### src/rtl/ptd_share_pkg.sv
// ptd_share_pkg: shared types and constants for the time-multiplexed
// pair/triple (2-of-3 majority) detector scheduler.
//   state_e   : scheduler FSM states (IDLE, EVAL, RESP), 2 bits.
//   NREQ_MAX  : largest supported requester count.
//   CNT_W     : width of the optional ones counter (PTD_SHARE_CNT_EN).
//   sat_inc   : saturating increment for the ones counter.
package ptd_share_pkg;

    localparam int unsigned NREQ_MAX = 8;
    localparam int unsigned CNT_W    = 8;

    typedef enum logic [1:0] {
        IDLE = 2'b00,
        EVAL = 2'b01,
        RESP = 2'b10
    } state_e;

    function automatic logic [CNT_W-1:0] sat_inc(input logic [CNT_W-1:0] v);
        return (v == {CNT_W{1'b1}}) ? v : v + CNT_W'(1);
    endfunction

endpackage

### src/rtl/ptd_pair_triple_det.sv
// ptd_pair_triple_det: gate-level pair/triple detector.
// Output is 1 when at least two of the three inputs are 1.
//   in0, in1, in2 : detector inputs
//   out           : majority result
module ptd_pair_triple_det (
    input  logic in0,
    input  logic in1,
    input  logic in2,
    output logic out
);

    logic p01;
    logic p12;
    logic p02;

    and u_and01 (p01, in0, in1);
    and u_and12 (p12, in1, in2);
    and u_and02 (p02, in0, in2);
    or  u_or    (out, p01, p12, p02);

endmodule

### src/rtl/ptd_rr_arbiter.sv
// ptd_rr_arbiter: purely combinational round-robin arbiter.
// Searches req_val starting at ptr and wrapping modulo NREQ; the first set
// bit wins.
//   req_val : request vector
//   ptr     : highest-priority index for this search
//   gnt     : one-hot grant (all zero when no request)
//   gnt_id  : encoded grant index (0 when no request)
//   any_req : at least one request is set
module ptd_rr_arbiter #(
    parameter  int unsigned NREQ = 4,
    localparam int unsigned IDW  = $clog2(NREQ)
) (
    input  logic [NREQ-1:0] req_val,
    input  logic [IDW-1:0]  ptr,
    output logic [NREQ-1:0] gnt,
    output logic [IDW-1:0]  gnt_id,
    output logic            any_req
);

    always_comb begin
        int unsigned idx;
        logic [IDW-1:0] idx_w;
        idx     = 0;
        idx_w   = '0;
        gnt     = '0;
        gnt_id  = '0;
        any_req = 1'b0;
        for (int unsigned k = 0; k < NREQ; k++) begin
            idx   = (32'(ptr) + k) % NREQ;
            idx_w = IDW'(idx);
            if (!any_req && req_val[idx_w]) begin
                any_req    = 1'b1;
                gnt[idx_w] = 1'b1;
                gnt_id     = idx_w;
            end
        end
    end

endmodule

### src/rtl/ptd_share_sched.sv
// ptd_share_sched: time-multiplexes one pair/triple detector among NREQ
// requesters. A round-robin grant in IDLE latches the winner's triple, EVAL
// registers the detector output, RESP holds the tagged result until the
// consumer accepts it. One result per three cycles at best.
//
// Ports:
//   clk, rst_n          : clock (rising edge), async active-low reset
//   req_val / req_rdy   : per-requester handshake (req_rdy one-hot or zero)
//   req_bits            : triple i at [3i+2:3i], ordered {in2,in1,in0}
//   resp_val / resp_rdy : result handshake
//   resp_out, resp_id   : majority result and owning requester index
//   ones_cnt            : saturating count of accepted results equal to 1,
//                         present only when PTD_SHARE_CNT_EN is defined
module ptd_share_sched
    import ptd_share_pkg::*;
#(
    parameter  int unsigned NREQ = 4,
    localparam int unsigned IDW  = $clog2(NREQ)
) (
    input  logic              clk,
    input  logic              rst_n,
    input  logic [NREQ-1:0]   req_val,
    output logic [NREQ-1:0]   req_rdy,
    input  logic [3*NREQ-1:0] req_bits,
    output logic              resp_val,
    input  logic              resp_rdy,
    output logic              resp_out,
    output logic [IDW-1:0]    resp_id
`ifdef PTD_SHARE_CNT_EN
    ,
    output logic [CNT_W-1:0]  ones_cnt
`endif
);

    state_e         state_q, state_d;
    logic [IDW-1:0] ptr_q, ptr_d;
    logic [IDW-1:0] id_q, id_d;
    logic [2:0]     triple_q, triple_d;
    logic           resp_out_q, resp_out_d;

    logic [NREQ-1:0] gnt;
    logic [IDW-1:0]  gnt_id;
    logic            any_req;
    logic [2:0]      sel_bits;
    logic            det_out;

    ptd_rr_arbiter #(
        .NREQ (NREQ)
    ) u_arb (
        .req_val (req_val),
        .ptr     (ptr_q),
        .gnt     (gnt),
        .gnt_id  (gnt_id),
        .any_req (any_req)
    );

    // The single shared detector always looks at the registered triple.
    ptd_pair_triple_det u_det (
        .in0 (triple_q[0]),
        .in1 (triple_q[1]),
        .in2 (triple_q[2]),
        .out (det_out)
    );

    // One-hot mux of the granted requester's triple.
    always_comb begin
        sel_bits = 3'b000;
        for (int unsigned i = 0; i < NREQ; i++) begin
            if (gnt[i]) begin
                sel_bits = req_bits[3*i +: 3];
            end
        end
    end

    always_comb begin
        state_d    = state_q;
        ptr_d      = ptr_q;
        id_d       = id_q;
        triple_d   = triple_q;
        resp_out_d = resp_out_q;
        req_rdy    = '0;
        unique case (state_q)
            IDLE: begin
                if (any_req) begin
                    req_rdy  = gnt;
                    triple_d = sel_bits;
                    id_d     = gnt_id;
                    state_d  = EVAL;
                end
            end
            EVAL: begin
                resp_out_d = det_out;
                state_d    = RESP;
            end
            RESP: begin
                if (resp_rdy) begin
                    state_d = IDLE;
                    // Priority moves to the requester just after the one served.
                    ptr_d   = (id_q == IDW'(NREQ - 1)) ? '0 : id_q + IDW'(1);
                end
            end
            default: begin
                state_d = IDLE;
            end
        endcase
    end

    always_ff @(posedge clk or negedge rst_n) begin
        if (!rst_n) begin
            state_q    <= IDLE;
            ptr_q      <= '0;
            id_q       <= '0;
            triple_q   <= 3'b000;
            resp_out_q <= 1'b0;
        end else begin
            state_q    <= state_d;
            ptr_q      <= ptr_d;
            id_q       <= id_d;
            triple_q   <= triple_d;
            resp_out_q <= resp_out_d;
        end
    end

    assign resp_val = (state_q == RESP);
    assign resp_out = resp_out_q;
    assign resp_id  = id_q;

`ifdef PTD_SHARE_CNT_EN
    logic [CNT_W-1:0] cnt_q, cnt_d;

    always_comb begin
        cnt_d = cnt_q;
        if (resp_val && resp_rdy && resp_out_q) begin
            cnt_d = sat_inc(cnt_q);
        end
    end

    always_ff @(posedge clk or negedge rst_n) begin
        if (!rst_n) begin
            cnt_q <= '0;
        end else begin
            cnt_q <= cnt_d;
        end
    end

    assign ones_cnt = cnt_q;
`else
    // No ones counter in this build.
`endif

endmodule

### config.mk
export PLATFORM = sky130hd
export DESIGN_NAME = ptd_share_sched
export DESIGN_NICKNAME = d
export VERILOG_FILES = /design/src/rtl/ptd_share_pkg.sv /design/src/rtl/ptd_pair_triple_det.sv /design/src/rtl/ptd_rr_arbiter.sv /design/src/rtl/ptd_share_sched.sv
export SDC_FILE = /design/constraint.sdc
export NUM_CORES = 1
export LEC_CHECK = 0
export ABC_CLOCK_PERIOD_IN_PS = 6250
export CAP_MARGIN = 20
export CORE_MARGIN = 5
export CORE_UTILIZATION = 50
export DETAILED_ROUTE_END_ITERATION = 10
export PLACE_DENSITY = 0.89
export REMOVE_ABC_BUFFERS = 1
export SLEW_MARGIN = 20
export SYNTH_ARGS = -nofsm -noshare
export SYNTH_HDL_FRONTEND = slang
export SYNTH_SLANG_ARGS = --single-unit
export TNS_END_PERCENT = 5
### constraint.sdc
create_clock -name clk -period 6.25 [get_ports clk]
set_input_delay 1.25 -clock clk [delete_from_list [all_inputs] [get_ports clk]]
set_output_delay 1.25 -clock clk [all_outputs]
set_load 0.03 [all_outputs]
# Word level (Yosys, flattened, before mapping)
# Cells that the tools add are included.
# totals
ff_bits	10
output_inout_bits	8
word_cells	81
# classes
n_addsub	4
magnitude_cmp	8
eq_ne	5
mux	38
bitwise	6
n_reduce_logical	15
# ops
cell	count
$mux W4	6
$mux W2	7
$lt A2 B3 Y1 const B	4
$mux W1	12
$mux W3	4
$or A4 B4 Y4	3
$bmux W1 S2	4
$demux W1 S2	4
$ge A2 B1 Y1 const B	4
$logic_and A1 B1 Y1	7
$pmux W2 S3	1
$reduce_and A2 Y1	3
$add A2 B1 Y2 const B	2
$add A2 B2 Y2 const B	2
$eq A2 B2 Y1 const B	2
$and A1 B1 Y1	3
$logic_not A1 Y1	3
$reduce_or A3 Y1	1
$eq A2 B1 Y1 const B	1
$logic_not A2 Y1	1
$ne A2 B1 Y1 const B	1
$ne A2 B2 Y1 const B	1

# Longest topological paths before layout
# depth
ltp_word	16
depth_mapped	12
mapped_depth_nobuf	10

# Modules after synthesis
# Synthesis repeated with hierarchy kept, for this count alone.
# hier_totals
hier_cells	95
hier_area_um2	975.9
# by_module_without_submodules
module	n_inst	cells_each	area_each_um2	seq_area_each_um2
ptd_share_sched	1	49	545.5	250.2
ptd_rr_arbiter	1	45	419.2	0.0
ptd_pair_triple_det	1	1	11.3	0.0

# Worst setup path after synthesis
# OpenSTA, ideal clock, no wires.
# synth_path
kind	input to output
from	in req_val[2]
to	out req_rdy[2]
arrival_ns	2.643
required_time_ns	5.000
slack_ns	2.357
path_stages	5
path_buffers	0
path_cell_list	mux4_2 > and2_1 > a31o_1 > o31ai_2 > nor2_1
# synth_between
elab_chain_len	14
elab_cells_between_ends	27
cone_classes	18 x mux; 3 x bitwise; 6 x reduce/logical
# synth_rtl
item	line_no	source
start: declaration	ptd_share_sched.sv:22	input logic [NREQ-1:0] req_val,
$bmux W1 S2	ptd_rr_arbiter.sv:31	if (!any_req && req_val[idx_w]) begin
$mux W1 (not written as such)	ptd_rr_arbiter.sv:31	
$mux W1	ptd_rr_arbiter.sv:31	
$logic_not A1 Y1	ptd_rr_arbiter.sv:31	
$logic_and A1 B1 Y1	ptd_rr_arbiter.sv:31	
$mux W1	ptd_rr_arbiter.sv:31	
$logic_not A1 Y1	ptd_rr_arbiter.sv:31	
$logic_and A1 B1 Y1	ptd_rr_arbiter.sv:31	
$mux W1	ptd_rr_arbiter.sv:31	
$logic_not A1 Y1	ptd_rr_arbiter.sv:31	
$logic_and A1 B1 Y1	ptd_rr_arbiter.sv:31	
$mux W4 / $mux W1 (equally long branches)	ptd_rr_arbiter.sv:31	
$mux W4 *	ptd_share_sched.sv:84	if (any_req) begin
$mux W4 *	ptd_share_sched.sv:82	unique case (state_q)
end: declaration	ptd_share_sched.sv:23	output logic [NREQ-1:0] req_rdy,
# Mark *: on every way between the ends. The rest lies on a longest branch, timed or not. The select of a mux whose other input is x is not followed.

# Worst setup path after layout
# layout_path
from	in req_val[3]
to	out req_rdy[1]
# Same word-level chain as after synthesis.

==> impl_metrics.env <==
export IMPL_track_usage_pct=16.4
export IMPL_maxSlewViolCount=0
export IMPL_nNetsFinal=165
export IMPL_critical_path_cell_chain="clkdlybuf4s50_1 > mux4_2 > nor3_2 > inv_1 > o21ai_4 > inv_2 > and2_1 > clkdlybuf4s50_1"
export IMPL_antenna_found_initial=0
export IMPL_busiest_layer="met2"
export IMPL_drt_initial_drc_count=20
export IMPL_stdcell_area_mm2=0.00140
export IMPL_setup_viol=0
export IMPL_async_reset_ff_share_pct=100
export IMPL_yosysSeqAreaShare_pct=22.8
export IMPL_pin_count=27
export IMPL_worstMarginPinSlew_ns=0.643
export IMPL_multi_input_area_um2=786
export IMPL_worstPathArrival_ns=3.89
export IMPL_syn_avg_cell_area_um2=9.89
export IMPL_fillers=170
export IMPL_syn_inst=111
export IMPL_finalHoldViolCount=0
export IMPL_initial_utilization_pct=51.1
export IMPL_vias=997
export IMPL_rows=17
export IMPL_htreeDepth=1
export IMPL_cp_required_ns=5.00
export IMPL_clk_latency_ns=0.25
export IMPL_min_delay_start="triple_q[0]$_DFFE_PN0P_"
export IMPL_chipWidth_um=56.8
export IMPL_core_mm2=0.00215
export IMPL_cp_max_fo=11
export IMPL_cts_inserted_buffers=3
export IMPL_netlist_area_mm2=0.00110
export IMPL_use_met2_pct=28.1
export IMPL_place_ws_ns=1.11
export IMPL_post_dp_cell_area_mm2=0.00136
export IMPL_cts_hold_buf=0
export IMPL_die_h_um=56.8
export IMPL_ys_ff_latch=10
export IMPL_cts_tree="done"
export IMPL_crit_slowest_cell="mux4_2"
export IMPL_synth_top_area_share_pct=22.8
export IMPL_fmax_ghz=0.195
export IMPL_ant_nets=0
export IMPL_n_antenna_cell=0
export IMPL_cts_resized=0
export IMPL_cpMostUsedCell="clkdlybuf4s50_1"
export IMPL_final_util_pct=64.9
export IMPL_fin_tns_setup_ns=0
export IMPL_clock_sinks=10
export IMPL_grt_pass1_vias=977
export IMPL_ys_top_cells_by_count="10 x dfrtp_1, 8 x ha_1, 7 x mux2_2, 7 x nand2_1, 7 x nor2_1"
export IMPL_wl_mm=2.53
export IMPL_hold_path_class="register to register"
export IMPL_drv_cap=0
export IMPL_peakVddDrop_mv=0.323
export IMPL_drcViolationCount=0
export IMPL_syn_to_final_growth_pct=27.1
export IMPL_use_met3_pct=2.53
export IMPL_root_buffer="clkbuf_4"
export IMPL_cts_setup_buffers=0
export IMPL_portBuffers=26
export IMPL_post_drt_wl_per_cell_um=15.4
export IMPL_crit_start="req_val[3]"
export IMPL_yosys_cell_types_count=45
export IMPL_yosysMostFrequentCell="dfrtp_1"
export IMPL_place_gp_congestion=0.898
export IMPL_synth_edff_count=0
export IMPL_via_per_inst=6.04
export IMPL_outcome="finished, final reports clean"
export IMPL_p_leak_uw=0.000555
export IMPL_dieArea_mm2=0.00323
export IMPL_first_pass_iters=4
export IMPL_dp_hpwl_mm=2.11
export IMPL_r2r_cells=8
export IMPL_drive_gt1_share_pct=21.2
export IMPL_grt_max_degree=18
export IMPL_critPathKind="input port to primary output"
export IMPL_synth_main_ff_cell="dfrtp_1"
export IMPL_netlist_top_cells_area="dfrtp_1 23%, ha_1 9.1%, mux4_2 8.2%"
export IMPL_fin_crit_ns=5.14
export IMPL_setup_ws_ns=1.11
export IMPL_max_stage_delay_ns=0.67
export IMPL_use_met1_pct=19.9
export IMPL_final_period_utilization_pct=82.2
export IMPL_r2r_start="ptr_q[0]$_DFFE_PN0P_"
export IMPL_rsz0062_at_grt="false"
export IMPL_seq_area_um2=250
export IMPL_slew_headroom_pct=57.1
export IMPL_power_density_mw_per_mm2=570
export IMPL_ys_warn_count=0
export IMPL_yosysTopAreaCell="dfrtp_1"
export IMPL_fin_skew_ns=0.00844
export IMPL_cp_start_kind="input port"
export IMPL_whs_path_depth=2
export IMPL_critPathCaptureType="primary output"
export IMPL_clk_pin_slew_worst_paths_ns=0.07
export IMPL_cts_buffer_depth=2
export IMPL_grt_ovfl_total=0
export IMPL_grt_pass1_wl_mm=4.28
-- metrics by stage --
stage               hold slack [ns]  std cells  total power [µW]
finish                        0.510        165               795
global route                  0.538        165               863
CTS                           0.511        165               794
detailed placement            0.497        161               738
global placement              0.492        161               715
floorplan                     0.467        107               583
-- worst max-delay path, delay by kind of cell --
family,cells,cell delay (ns)
simple gates,2,0.35
buf+inv,4,1.34
compound gates,1,0.27
mux,1,0.67
-- cell usage in the layout (no fill, tap or decap), types with 2 or more instances in the layout --
| cell type | count |
|---|---|
| clkdlybuf4s50_1 | 26 |
| dfrtp_1 | 10 |
| ha_1 | 8 |
| nor2_1 | 7 |
| mux2_2 | 7 |
| nand2_1 | 7 |
| a21oi_1 | 5 |
| mux4_2 | 4 |
| inv_1 | 4 |
| nand3_1 | 4 |
| nand4_1 | 4 |
| o31ai_1 | 4 |
| a221oi_1 | 4 |
| a2bb2oi_1 | 3 |
| o21ai_0 | 3 |
| clkbuf_4 | 3 |
| mux2i_1 | 2 |
| inv_2 | 2 |
| and2_1 | 2 |
| a21o_2 | 2 |
| nor2b_1 | 2 |
-- state kept, by name (all words and copies together) (netlist names) --
register	count
resp_id	2
resp_out	1
triple_q	3
ptr_q	2
state_q	2
-- path summary, 6_finish.rpt --
check	endpoint	slack, ns
min in group asynchronous	resp_id[0]$_DFFE_PN0P_	1.30
hold reg to reg	triple_q[0]$_DFFE_PN0P_	0.51
max in group asynchronous	state_q[1]$_DFFE_PN0P_	4.65
hold / removal	triple_q[0]$_DFFE_PN0P_	0.51
setup / recovery	req_rdy[1]	1.11
setup reg to reg	triple_q[1]$_DFFE_PN0P_	3.10
-- final cells by class --
type | count | area share [%]
multi-input combinational | 90 | 56.3
timing repair buffer | 26 | 18.7
sequential | 10 | 17.9
clock buffer | 4 | 2.60
tap | 28 | 2.51
inverter | 7 | 1.97
-- logic make-up after synthesis --
kind of cell	share of synthesized area [%]
AO/OA/AOI/OAI	27.8
flip-flops	22.8
multiplexers	17.2
buffers and inverters	5.59
AND/OR/NAND/NOR	16.5
adder cells (fa/ha/maj)	10.0
-- where the power goes --
group	internal (µW)	switching [µW]
clock	35.2	19.7
combinational	271	324
sequential	97.7	47.5
total	404	391
-- metal layers --
metal / wire (µm) / up-vias
li1: - / 483
met1: 958 / 474
met2: 1370 / 36
met3: 156 / 4
met4: 48 / 0
met5: 0 / -
Power figures use the tool's default switching activity.
